===== src/rtl/bp_common_pkg.sv =====
// bp_common_pkg: shared TLB entry layout, FSM states and entry width helper
package bp_common_pkg;
  localparam int ptag_width_gp = 28;
  localparam int levels_gp = 3;
  localparam int lg_levels_gp = $clog2(levels_gp);
  typedef struct packed {
    logic [ptag_width_gp-1:0] ptag;
    logic [lg_levels_gp-1:0] level;
    logic g, u, x, w, r, a, d;
  } bp_tlb_entry_s;
  typedef enum logic [1:0] {IDLE, REQ, WAIT} tlb_state_e;
  function automatic int tlb_entry_width(int ptag_width, int levels);
    return ptag_width + $clog2(levels) + 7;
  endfunction
endpackage


===== src/rtl/bp_tlb_asid_if.sv =====
// bp_tlb_asid_if: lookup, miss, fill and flush signals between the address path/PTW and the TLB
interface bp_tlb_asid_if
  import bp_common_pkg::*;
#(
  parameter int vtag_width_p = 27,
  parameter int asid_width_p = 9,
  parameter int entry_width_p = tlb_entry_width(ptag_width_gp, levels_gp)
);
  logic translation_en;
  logic [asid_width_p-1:0] asid;
  logic r_v, r_ready, v;
  logic [vtag_width_p-1:0] r_vtag;
  logic [entry_width_p-1:0] entry;
  logic miss_v, miss_ready;
  logic [vtag_width_p-1:0] miss_vtag;
  logic fill_v;
  logic [entry_width_p-1:0] fill_entry;
  logic flush_v, flush_asid_v, flush_vtag_v;
  logic [asid_width_p-1:0] flush_asid;
  logic [vtag_width_p-1:0] flush_vtag;
  modport master (
    output translation_en, asid, r_v, r_vtag, miss_ready, fill_v, fill_entry,
           flush_v, flush_asid_v, flush_vtag_v, flush_asid, flush_vtag,
    input r_ready, v, entry, miss_v, miss_vtag
  );
  modport slave (
    input translation_en, asid, r_v, r_vtag, miss_ready, fill_v, fill_entry,
          flush_v, flush_asid_v, flush_vtag_v, flush_asid, flush_vtag,
    output r_ready, v, entry, miss_v, miss_vtag
  );
endinterface


===== src/rtl/bp_tlb_asid_match.sv =====
// bp_tlb_asid_match: level-masked vtag compare and ASID compare for one entry
module bp_tlb_asid_match #(
  parameter int vtag_width_p = 27,
  parameter int asid_width_p = 9,
  parameter int lvl_width_p = 9,
  parameter int lg_levels_lp = 2
)(
  input  logic [vtag_width_p-1:0] entry_vtag,
  input  logic [asid_width_p-1:0] entry_asid,
  input  logic [lg_levels_lp-1:0] level,
  input  logic [vtag_width_p-1:0] key_vtag,
  input  logic [asid_width_p-1:0] key_asid,
  output logic vtag_match,
  output logic asid_match
);
  logic [vtag_width_p-1:0] mask;
  assign mask = {vtag_width_p{1'b1}} << (32'(level) * lvl_width_p);
  assign vtag_match = ((entry_vtag ^ key_vtag) & mask) == '0;
  assign asid_match = entry_asid == key_asid;
endmodule


===== src/rtl/bp_tlb_asid.sv =====
// bp_tlb_asid: fully-associative ASID-tagged superpage TLB with PTW miss handshake and selective flush
module bp_tlb_asid
  import bp_common_pkg::*;
#(
  parameter int els_p = 8,
  parameter int vtag_width_p = 27,
  parameter int ptag_width_p = ptag_width_gp,
  parameter int asid_width_p = 9,
  parameter int levels_p = levels_gp,
  parameter int lvl_width_p = 9,
  localparam int lg_els_lp = $clog2(els_p),
  localparam int lg_levels_lp = $clog2(levels_p)
)(
  input logic clk_i,
  input logic reset_n_i,
  bp_tlb_asid_if.slave bus
);
  typedef struct packed {
    logic [ptag_width_p-1:0] ptag;
    logic [lg_levels_lp-1:0] level;
    logic g, u, x, w, r, a, d;
  } entry_s;
  tlb_state_e state_r, state_n;
  logic stale_r, stale_n, stale_eff, accept, miss, write, use_ptr, v_r;
  logic [els_p-1:0] valid_r, live, hit_vec, dup, kill, lk_v, lk_a, fd_v, fd_a, fl_v, fl_a;
  entry_s ent_r [els_p];
  logic [vtag_width_p-1:0] vtag_r [els_p];
  logic [asid_width_p-1:0] asid_r [els_p];
  logic [lg_els_lp-1:0] ptr_r, tgt, dup_idx, inv_idx;
  logic [vtag_width_p-1:0] miss_vtag_r;
  logic [asid_width_p-1:0] miss_asid_r;
  logic [ptag_width_p-1:0] pmask;
  entry_s entry_r, fill_e, hit_e, res_e;
  assign fill_e = entry_s'(bus.fill_entry);
  for (genvar k = 0; k < els_p; k++) begin : g_ent
    bp_tlb_asid_match #(.vtag_width_p(vtag_width_p), .asid_width_p(asid_width_p),
      .lvl_width_p(lvl_width_p), .lg_levels_lp(lg_levels_lp)) u_lk (
      .entry_vtag(vtag_r[k]), .entry_asid(asid_r[k]), .level(ent_r[k].level),
      .key_vtag(bus.r_vtag), .key_asid(bus.asid), .vtag_match(lk_v[k]), .asid_match(lk_a[k]));
    bp_tlb_asid_match #(.vtag_width_p(vtag_width_p), .asid_width_p(asid_width_p),
      .lvl_width_p(lvl_width_p), .lg_levels_lp(lg_levels_lp)) u_fd (
      .entry_vtag(vtag_r[k]), .entry_asid(asid_r[k]), .level(ent_r[k].level),
      .key_vtag(miss_vtag_r), .key_asid(miss_asid_r), .vtag_match(fd_v[k]), .asid_match(fd_a[k]));
    bp_tlb_asid_match #(.vtag_width_p(vtag_width_p), .asid_width_p(asid_width_p),
      .lvl_width_p(lvl_width_p), .lg_levels_lp(lg_levels_lp)) u_fl (
      .entry_vtag(vtag_r[k]), .entry_asid(asid_r[k]), .level(ent_r[k].level),
      .key_vtag(bus.flush_vtag), .key_asid(bus.flush_asid), .vtag_match(fl_v[k]), .asid_match(fl_a[k]));
    assign hit_vec[k] = valid_r[k] & (ent_r[k].g | lk_a[k]) & lk_v[k];
    assign kill[k] = bus.flush_v & (~bus.flush_asid_v | (fl_a[k] & ~ent_r[k].g))
                     & (~bus.flush_vtag_v | fl_v[k]);
    assign dup[k] = live[k] & fd_v[k] & fd_a[k] & (ent_r[k].level == fill_e.level);
  end
  // fill sees post-flush contents; lookup sees pre-flush contents
  assign live = valid_r & ~kill;
  always_comb begin
    hit_e = '0;
    dup_idx = '0;
    inv_idx = '0;
    for (int k = els_p - 1; k >= 0; k--) begin
      if (hit_vec[k]) hit_e = ent_r[k];
      if (dup[k]) dup_idx = lg_els_lp'(k);
      if (!live[k]) inv_idx = lg_els_lp'(k);
    end
    use_ptr = ~|dup & &live;
    tgt = |dup ? dup_idx : ~&live ? inv_idx : ptr_r;
    pmask = {ptag_width_p{1'b1}} << (32'(hit_e.level) * lvl_width_p);
    res_e = hit_e;
    res_e.ptag = (hit_e.ptag & pmask) | (ptag_width_p'(bus.r_vtag) & ~pmask);
    if (!bus.translation_en) res_e = '{ptag: ptag_width_p'(bus.r_vtag), level: '0, g: 1'b0, default: 1'b1};
  end
  always_comb begin
    accept = bus.r_v & (state_r == IDLE);
    miss = accept & bus.translation_en & ~|hit_vec;
    stale_eff = stale_r | (bus.flush_v & (state_r != IDLE));
    write = bus.fill_v & ~stale_eff;
    stale_n = bus.fill_v ? 1'b0 : stale_eff;
    state_n = state_r == IDLE ? (miss ? REQ : IDLE)
            : state_r == REQ  ? (bus.fill_v & stale_eff ? IDLE : bus.miss_ready ? WAIT : REQ)
            : (bus.fill_v ? IDLE : WAIT);
  end
  always_ff @(posedge clk_i or negedge reset_n_i)
    if (!reset_n_i) begin
      state_r <= IDLE;
      stale_r <= 1'b0;
    end else begin
      state_r <= state_n;
      stale_r <= stale_n;
    end
  always_ff @(posedge clk_i or negedge reset_n_i)
    if (!reset_n_i) begin
      valid_r <= '0;
      ptr_r <= '0;
      v_r <= 1'b0;
      entry_r <= '0;
      miss_vtag_r <= '0;
      miss_asid_r <= '0;
    end else begin
      valid_r <= live | (write ? els_p'(1) << tgt : '0);
      ptr_r <= ptr_r + lg_els_lp'(write & use_ptr);
      v_r <= accept & ~miss;
      if (accept & ~miss) entry_r <= res_e;
      if (miss) begin
        miss_vtag_r <= bus.r_vtag;
        miss_asid_r <= bus.asid;
      end
    end
  always_ff @(posedge clk_i)
    if (write) begin
      ent_r[tgt] <= fill_e;
      vtag_r[tgt] <= miss_vtag_r;
      asid_r[tgt] <= miss_asid_r;
    end
  assign bus.r_ready = state_r == IDLE;
  assign bus.v = v_r;
  assign bus.entry = entry_r;
  assign bus.miss_v = state_r == REQ;
  assign bus.miss_vtag = miss_vtag_r;
endmodule


===== src/flat_wrapper.sv =====
// flat-port wrapper written by rule: the top's interface ports become plain ports
module bp_tlb_asid_flat import bp_common_pkg::*;
#(
  parameter int els_p = 8,
  parameter int vtag_width_p = 27,
  parameter int ptag_width_p = ptag_width_gp,
  parameter int asid_width_p = 9,
  parameter int levels_p = levels_gp,
  parameter int lvl_width_p = 9,
  localparam int lg_els_lp = $clog2(els_p),
  localparam int lg_levels_lp = $clog2(levels_p)
)
  (clk_i, reset_n_i, bus_translation_en, bus_asid, bus_r_v, bus_r_vtag, bus_miss_ready, bus_fill_v, bus_fill_entry, bus_flush_v, bus_flush_asid_v, bus_flush_vtag_v, bus_flush_asid, bus_flush_vtag, bus_r_ready, bus_v, bus_entry, bus_miss_v, bus_miss_vtag);
  bp_tlb_asid_if #(.vtag_width_p(vtag_width_p), .asid_width_p(asid_width_p)) bus_i ();
  input logic clk_i;
  input logic reset_n_i;
  input wire logic [$bits(bus_i.translation_en)-1:0] bus_translation_en;
  input wire logic [$bits(bus_i.asid)-1:0] bus_asid;
  input wire logic [$bits(bus_i.r_v)-1:0] bus_r_v;
  input wire logic [$bits(bus_i.r_vtag)-1:0] bus_r_vtag;
  input wire logic [$bits(bus_i.miss_ready)-1:0] bus_miss_ready;
  input wire logic [$bits(bus_i.fill_v)-1:0] bus_fill_v;
  input wire logic [$bits(bus_i.fill_entry)-1:0] bus_fill_entry;
  input wire logic [$bits(bus_i.flush_v)-1:0] bus_flush_v;
  input wire logic [$bits(bus_i.flush_asid_v)-1:0] bus_flush_asid_v;
  input wire logic [$bits(bus_i.flush_vtag_v)-1:0] bus_flush_vtag_v;
  input wire logic [$bits(bus_i.flush_asid)-1:0] bus_flush_asid;
  input wire logic [$bits(bus_i.flush_vtag)-1:0] bus_flush_vtag;
  output wire logic [$bits(bus_i.r_ready)-1:0] bus_r_ready;
  output wire logic [$bits(bus_i.v)-1:0] bus_v;
  output wire logic [$bits(bus_i.entry)-1:0] bus_entry;
  output wire logic [$bits(bus_i.miss_v)-1:0] bus_miss_v;
  output wire logic [$bits(bus_i.miss_vtag)-1:0] bus_miss_vtag;
  assign bus_i.translation_en = bus_translation_en;
  assign bus_i.asid = bus_asid;
  assign bus_i.r_v = bus_r_v;
  assign bus_i.r_vtag = bus_r_vtag;
  assign bus_i.miss_ready = bus_miss_ready;
  assign bus_i.fill_v = bus_fill_v;
  assign bus_i.fill_entry = bus_fill_entry;
  assign bus_i.flush_v = bus_flush_v;
  assign bus_i.flush_asid_v = bus_flush_asid_v;
  assign bus_i.flush_vtag_v = bus_flush_vtag_v;
  assign bus_i.flush_asid = bus_flush_asid;
  assign bus_i.flush_vtag = bus_flush_vtag;
  assign bus_r_ready = bus_i.r_ready;
  assign bus_v = bus_i.v;
  assign bus_entry = bus_i.entry;
  assign bus_miss_v = bus_i.miss_v;
  assign bus_miss_vtag = bus_i.miss_vtag;
  bp_tlb_asid #(.els_p(els_p), .vtag_width_p(vtag_width_p), .ptag_width_p(ptag_width_p), .asid_width_p(asid_width_p), .levels_p(levels_p), .lvl_width_p(lvl_width_p)) u_core (.clk_i(clk_i), .reset_n_i(reset_n_i), .bus(bus_i));
endmodule

===== config.mk =====
export PLATFORM = sky130hd
export DESIGN_NAME = bp_tlb_asid_flat
export DESIGN_NICKNAME = d
export VERILOG_FILES = /design/src/rtl/bp_common_pkg.sv /design/src/rtl/bp_tlb_asid_if.sv /design/src/rtl/bp_tlb_asid_match.sv /design/src/rtl/bp_tlb_asid.sv /design/src/flat_wrapper.sv
export SDC_FILE = /design/constraint.sdc
export NUM_CORES = 1
export LEC_CHECK = 0
export ABC_CLOCK_PERIOD_IN_PS = 5800
export CORE_MARGIN = 2
export CORE_UTILIZATION = 40
export CTS_BUF_LIST = sky130_fd_sc_hd__clkbuf_2 sky130_fd_sc_hd__clkbuf_4 sky130_fd_sc_hd__clkbuf_8
export DETAILED_ROUTE_END_ITERATION = 16
export PLACE_DENSITY_LB_ADDON = 0.08
export RECOVER_POWER = 50
export SKIP_CTS_REPAIR_TIMING = 1
export SYNTH_ARGS = -nofsm -noshare
export SYNTH_HDL_FRONTEND = slang
export SYNTH_SLANG_ARGS = --single-unit

===== constraint.sdc =====
create_clock -name clk_i -period 5.8 [get_ports clk_i]
set_clock_uncertainty 0.05 [all_clocks]
set_input_delay 0.87 -clock clk_i [delete_from_list [all_inputs] [get_ports clk_i]]
set_output_delay 0.87 -clock clk_i [all_outputs]
set_load 0.03 [all_outputs]

# Word-level counts from Yosys, hierarchy flattened
# Memories as Yosys holds them, arrays and structs flattened.
# Cells that the tools add are included.
[totals] ff_bits=88 latch_bits=0 ram_bits=584 mem_bits_ro=0 inputBits=118 output_inout_bits=67 word_cells=305 n_memories=3
[op_classes] n_addsub=1 mul=9 div_mod_pow=0 magnitude_cmp=0 n_eq_ne=33 shift=10 n_mux=37 bitwise=165 reduce_logical=31
[mem_list] memory="u_core.ent_r" words=8 width=37 rd=8 rd_ports_with_merged_regs=0 wr=1 line="bp_tlb_asid.sv:26" text="entry_s ent_r [els_p];"
[mem_list] memory="u_core.vtag_r" words=8 width=27 rd=8 rd_ports_with_merged_regs=0 wr=1 line="bp_tlb_asid.sv:27" text="logic [vtag_width_p-1:0] vtag_r [els_p];"
[mem_list] memory="u_core.asid_r" words=8 width=9 rd=8 rd_ports_with_merged_regs=0 wr=1 line="bp_tlb_asid.sv:28" text="logic [asid_width_p-1:0] asid_r [els_p];"
[ops] cell="$and 27x27->27" n=24
[ops] cell="$logic_not 27->1" n=24
[ops] cell="$xor 27x27->27" n=24
[ops] cell="$mux 37" n=9
[ops] cell="$eq 9x9->1" n=24
[ops] cell="$shl 27x6->27 const A" n=8
[ops] cell="$and 1x1->1" n=73
[ops] cell="$mul 2x4->6 const B" n=9
[ops] cell="$mux 3" n=18
[ops] cell="$and 27x28->28" n=1
[ops] cell="$and 28x28->28" n=1
[ops] cell="$not 28->28" n=1
[ops] cell="$or 28x28->28" n=1
[ops] cell="$shl 28x6->28 const A" n=1
[ops] cell="$or 1x1->1" n=25
[ops] cell="$eq 2x2->1" n=8
[ops] cell="$reduce_or 8->1" n=2
[ops] cell="$not 1->1" n=12
[ops] cell="$mux 2" n=5
[ops] cell="$and 8x8->8" n=1
[ops] cell="$mux 8" n=1
[ops] cell="$not 8->8" n=1
[ops] cell="$or 8x8->8" n=1
[ops] cell="$reduce_and 8->1" n=1
[ops] cell="7 further kinds" n=11

# Logic depth before layout (Yosys ltp)
# An unclocked memory read counts as a cell.
[depth] ltp_word=24 mapped_depth=15

# By module
# A second synthesis with hierarchy kept.
[unflattened] hier_cells=2698 area_unflattened_um2=34748.3
[modules_own_cells] module="bp_tlb_asid" n_inst=1 cells_per_inst=1426 area_per_inst_um2=24298.3
[modules_own_cells] module="bp_tlb_asid_match" n_inst=24 cells_per_inst=53 area_per_inst_um2=435.4

# Worst setup path before layout
# Ideal clock, no wire load.
[synth_path] kind="input -> register" startpoint="input port bus_flush_asid[8]" endpoint="memory u_core.asid_r[3][0] (enable)" setup_ps=505 arrival_time_ps=6381 slack_ps=-1136 cell_stages=12 path_cell_list="buf_1 xor2_1 nor4_1 a31oi_1 nor4_1 a21oi_1 a22oi_1 nand3_1 or4_1 and2_1 buf_2 nor2_1"
[synth_via] elab_chain_len=19 elab_cells_between_ends=86
[synth_lines] item="from (decl)" line="flat_wrapper.sv:27" text="input wire logic [$bits(bus_i.flush_asid)-1:0] bus_flush_asid;"
[synth_lines] item="$eq 9x9->1" line="bp_tlb_asid_match.sv:19" text="assign asid_match = entry_asid == key_asid;"
[synth_lines] item="$and 1x1->1" line="bp_tlb_asid.sv:49" text="assign kill[k] = bus.flush_v & (~bus.flush_asid_v | (fl_a[k] & ~ent_r[k].g))"
[synth_lines] item="$or 1x1->1" line="bp_tlb_asid.sv:49"
[synth_lines] item="$and 1x1->1" line="bp_tlb_asid.sv:49"
[synth_lines] item="$and 1x1->1" line="bp_tlb_asid.sv:50" text="& (~bus.flush_vtag_v | fl_v[k]);"
[synth_lines] item="$not 8->8 *" line="bp_tlb_asid.sv:54" text="assign live = valid_r & ~kill;"
[synth_lines] item="$and 8x8->8 *" line="bp_tlb_asid.sv:54"
[synth_lines] item="$and 1x1->1 (3 in series)" line="bp_tlb_asid.sv:51" text="assign dup[k] = live[k] & fd_v[k] & fd_a[k] & (ent_r[k].level == fill_e.level);"
[synth_lines] item="$mux 3 (8 in series)" line="bp_tlb_asid.sv:61" text="if (dup[k]) dup_idx = lg_els_lp'(k);"
[synth_lines] item="$mux 3 *" line="bp_tlb_asid.sv:65" text="tgt = |dup ? dup_idx : ~&live ? inv_idx : ptr_r;"
[synth_lines] item="to (decl)" line="bp_tlb_asid.sv:28"
# Every way passes the cells marked *; elsewhere a longest branch is shown, timed or not.

# Worst setup path after layout
[layout_path] startpoint="register u_core.miss_vtag_r[21] (netlist: u_core.bus.miss_vtag[21])" endpoint="memory u_core.ent_r[7][10] in the netlist's numbering (enable)"
[layout_via] elab_chain_len=15 elab_cells_between_ends=58
[layout_lines] item="from (decl)" line="bp_tlb_asid.sv:30" text="logic [vtag_width_p-1:0] miss_vtag_r;"
[layout_lines] item="from (signal assigned)" line="bp_tlb_asid.sv:103" text="miss_vtag_r <= bus.r_vtag;"
[layout_lines] item="$xor 27x27->27" line="bp_tlb_asid_match.sv:18" text="assign vtag_match = ((entry_vtag ^ key_vtag) & mask) == '0;"
[layout_lines] item="$and 27x27->27" line="bp_tlb_asid_match.sv:18"
[layout_lines] item="$logic_not 27->1" line="bp_tlb_asid_match.sv:18"
[layout_lines] item="$and 1x1->1 (3 in series)" line="bp_tlb_asid.sv:51"
[layout_lines] item="$mux 3 (8 in series)" line="bp_tlb_asid.sv:61"
[layout_lines] item="$mux 3 *" line="bp_tlb_asid.sv:65"
[layout_lines] item="to (decl)" line="bp_tlb_asid.sv:26"
# Marked as above.

==> results.cfg <==
[drt]
ant_nets = 0
drc_errors = 0
first_pass_iters = 5
drt_iter0_drc = 2199
avgRoutedWirePerCell_um = 29.6
vias = 25120
wl_mm = 131
via_per_inst = 5.68

[placed_design]
pre_cts_slack_ps = 104
place_congestion = 0.997
hpwlAfterDp_mm = 94.2
portBuffers = 184

[die]
dieWidth_um = 299
core_um2 = 86300
die-area_um2 = 89200
start_util = 0.402
row_count = 108
die_h_um = 299
io_pins = 185

[critical_path]
reg2reg_to = u_core.ent_r[7][10]$_DFFE_PP_
crit_type = reg2reg
reg2regPathDepth = 14
slowest_stage = clkbuf_1
critPathCaptureType = flip-flop
timing.rr.start = u_core.bus.miss_vtag[21]$_DFFE_PN0P_
arrival_ps = 5470
crit_chain = clkbuf_1, xor2_1, nor4_1, nand4_1, nor4_1, o211a_1, o211ai_1, a222oi_1, o21ai_0, and2_1, buf_4, nor2_4, buf_12, buf_12
worst-path-max-fanout = 18
r2r_slack_ps = 750
cp.required_ps = 6220
max_stage_delay_ps = 980
start_kind = flip-flop

[timing]
report.final.hold_viol_count = 0
maxSlewViolCount = 91
rsz0062_at_grt = no
setup_slack_ps = 746
finalSetupViolCount = 0
fin_tns_setup_ps = 0
hold_ws_ps = 442
fmax_mhz = 198
slew-limit-headroom = -1.27
period_share = 0.871
max_slew.worst_pin.slew_ps = 3400
layout_min_cycle_time_ps = 5050

[power_and_ir_drop]
leakage_nw = 14.6
power_w = 0.0173
irDropWorstVdd_mv = 0.217
powerDensity_nw_per_um2 = 411

[global_routing]
grt_pass1_vias = 25583
grt_max_degree = 47
grt_pass1_wl_mm = 187
grt_use_total = 0.290
antenna_found_initial = 10
gr-total-overflow = 0

[final_layout]
multiInputGateArea_um2 = 14100
ff_latch_area_um2 = 19700
area_growth_pct = 21.7
layout_common_cells = edfxtp_1, xor2_1, xnor2_1, buf_4, clkbuf_8
fill_cells = 7718
final_common_cell = edfxtp_1
finalNetCount = 3284
drive_gt1_frac = 0.155

[synth]
ys_types = 74
yosysWarningCount = 0
synth_edf_count = 584
synth.top_cells.by_area = edfxtp_1, xor2_1, xnor2_1, dfrtp_1, nor4_1
synth_seq_area_share = 0.568
synth_top_area_cell = edfxtp_1
ys.flop_type = edfxtp_1
syn_nets = 2887
netlist_instances = 2767
yosysTopAreaCellShare = 0.505
netlist_area_um2 = 34700
async_flop_share = 0.131
syn_area_per_cell_um2 = 12.6
ys_ff_latch = 672

[job]
drv_cap = 2

[run_status]
violations = capacitance limit, slew limit
run_status = finished, violations left

[clocking]
cts_sinks = 672
cts_tree = yes
h-tree-depth = 3
cts_buffer_depth = 3
cts_buffers = 117
clock_latency_ps = 780
root_buffer = clkbuf_8
cts.reportedPaths.clkPinSlew_ps = 60

[min_path]
hold_depth = 1
hold_end = u_core.ptr_r[2]$_DFF_PN0_
hold_class = reg2reg
min_from = u_core.ptr_r[2]$_DFF_PN0_
worst max-delay path by stage:
stage / startpoint / endpoint / slack (ps) / cells past startpoint
2_1_floorplan: bus_flush_asid[8] / u_core.asid_r[3][0]$_DFFE_PP_ / -1140 / 12
3_3_place_gp: bus_flush_vtag[5] / u_core.ent_r[7][16]$_DFFE_PP_ / 70 / 16
3_5_place_dp: bus_flush_vtag[5] / u_core.ent_r[7][10]$_DFFE_PP_ / 100 / 16
4_1_cts: bus_flush_vtag[5] / u_core.vtag_r[7][25]$_DFFE_PP_ / 890 / 15
5_1_grt: u_core.bus.miss_vtag[21]$_DFFE_PN0P_ / u_core.vtag_r[7][19]$_DFFE_PP_ / 360 / 13
6_report: u_core.bus.miss_vtag[21]$_DFFE_PN0P_ / u_core.ent_r[7][10]$_DFFE_PP_ / 750 / 14
synth_stat cells (all sizes together) (6+ instances only):
| master | number |
|---|---|
| or3 | 15 |
| and2 | 9 |
| a31oi | 42 |
| o211ai | 43 |
| o21ai | 48 |
| nor2 | 125 |
| buf | 113 |
| a41oi | 25 |
| a221oi | 39 |
| mux2i | 9 |
| inv | 14 |
| nand2b | 15 |
| nand4 | 75 |
| mux2 | 36 |
| nor4 | 99 |
| xor2 | 520 |
| o311ai | 12 |
| a21o | 7 |
| a41o | 7 |
| a221o | 6 |
| dfrtp | 88 |
| o21a | 16 |
| o31ai | 7 |
| o2111ai | 7 |
| a211oi | 15 |
| a311oi | 9 |
| nand2 | 109 |
| clkbuf | 76 |
| nand3 | 58 |
| a21oi | 31 |
| xnor2 | 360 |
| edfxtp | 584 |
| nor4b | 6 |
| nor3 | 76 |
registers in the layout, summed over array words and instances (netlist names), 2 cells and up:
signal	flops
u_core.asid_r	72
u_core.bus.entry	37
u_core.bus.miss_vtag	27
u_core.vtag_r	216
u_core.ent_r	296
u_core.ptr_r	3
u_core.state_r	2
u_core.valid_r	8
u_core.miss_asid_r	9
report_power, final:
part | internal (W) | switching [W]
clock | 0.00249 | 0.00205
combinational | 0.00219 | 0.00336
sequential | 0.00636 | 0.000891
total | 0.0110 | 0.00630
cells by family after synthesis:
logic type                 Yosys count  share of synthesized area
DFF                                672                      0.568
adders and majority gates            2                   0.000720
buffers and inverters              203                     0.0275
AOI/OAI and AO/OA                  355                     0.0765
and+or+nand+nor                    610                     0.0907
muxes                               45                     0.0143
xor gates and xnor gates           880                      0.222
cell type report:
class / instances / area share
clock buffers: 177 / 0.0505
diodes: 2 / 0.000118
multi-input cells: 1892 / 0.334
well taps: 1155 / 0.0342
inverters: 14 / 0.00124
repair buffers: 467 / 0.105
clock inverters: 44 / 0.00752
flip-flops and latches: 672 / 0.467
stage by stage:
stage               cells  instance area, um^2  utilization
floorplan            2767                34700            -
global placement     4200                40000        0.463
detailed placement   4200                40000        0.463
CTS                  4421                42400        0.491
global route         4422                42300        0.489
finish               4423                42300        0.489
critical path: cells and delay by family, from the launching register on:
| kind | cells | cell delay, ps |
|---|---|---|
| xor gates and xnor gates | 1 | 140 |
| DFF | 1 | 320 |
| AOI/OAI and AO/OA | 4 | 830 |
| and+or+nand+nor | 5 | 1940 |
| buffers and inverters | 4 | 1480 |
layer usage:
layer / vias up / track usage / share of wire
li1: 10968 / - / -
met1: 12841 / 0.395 / 0.43
met2: 1057 / 0.465 / 0.47
met3: 248 / 0.0521 / 0.065
met4: 6 / 0.107 / 0.039
met5: - / 0 / 0.00027
Note: power is estimated with default switching activity, not from simulation.
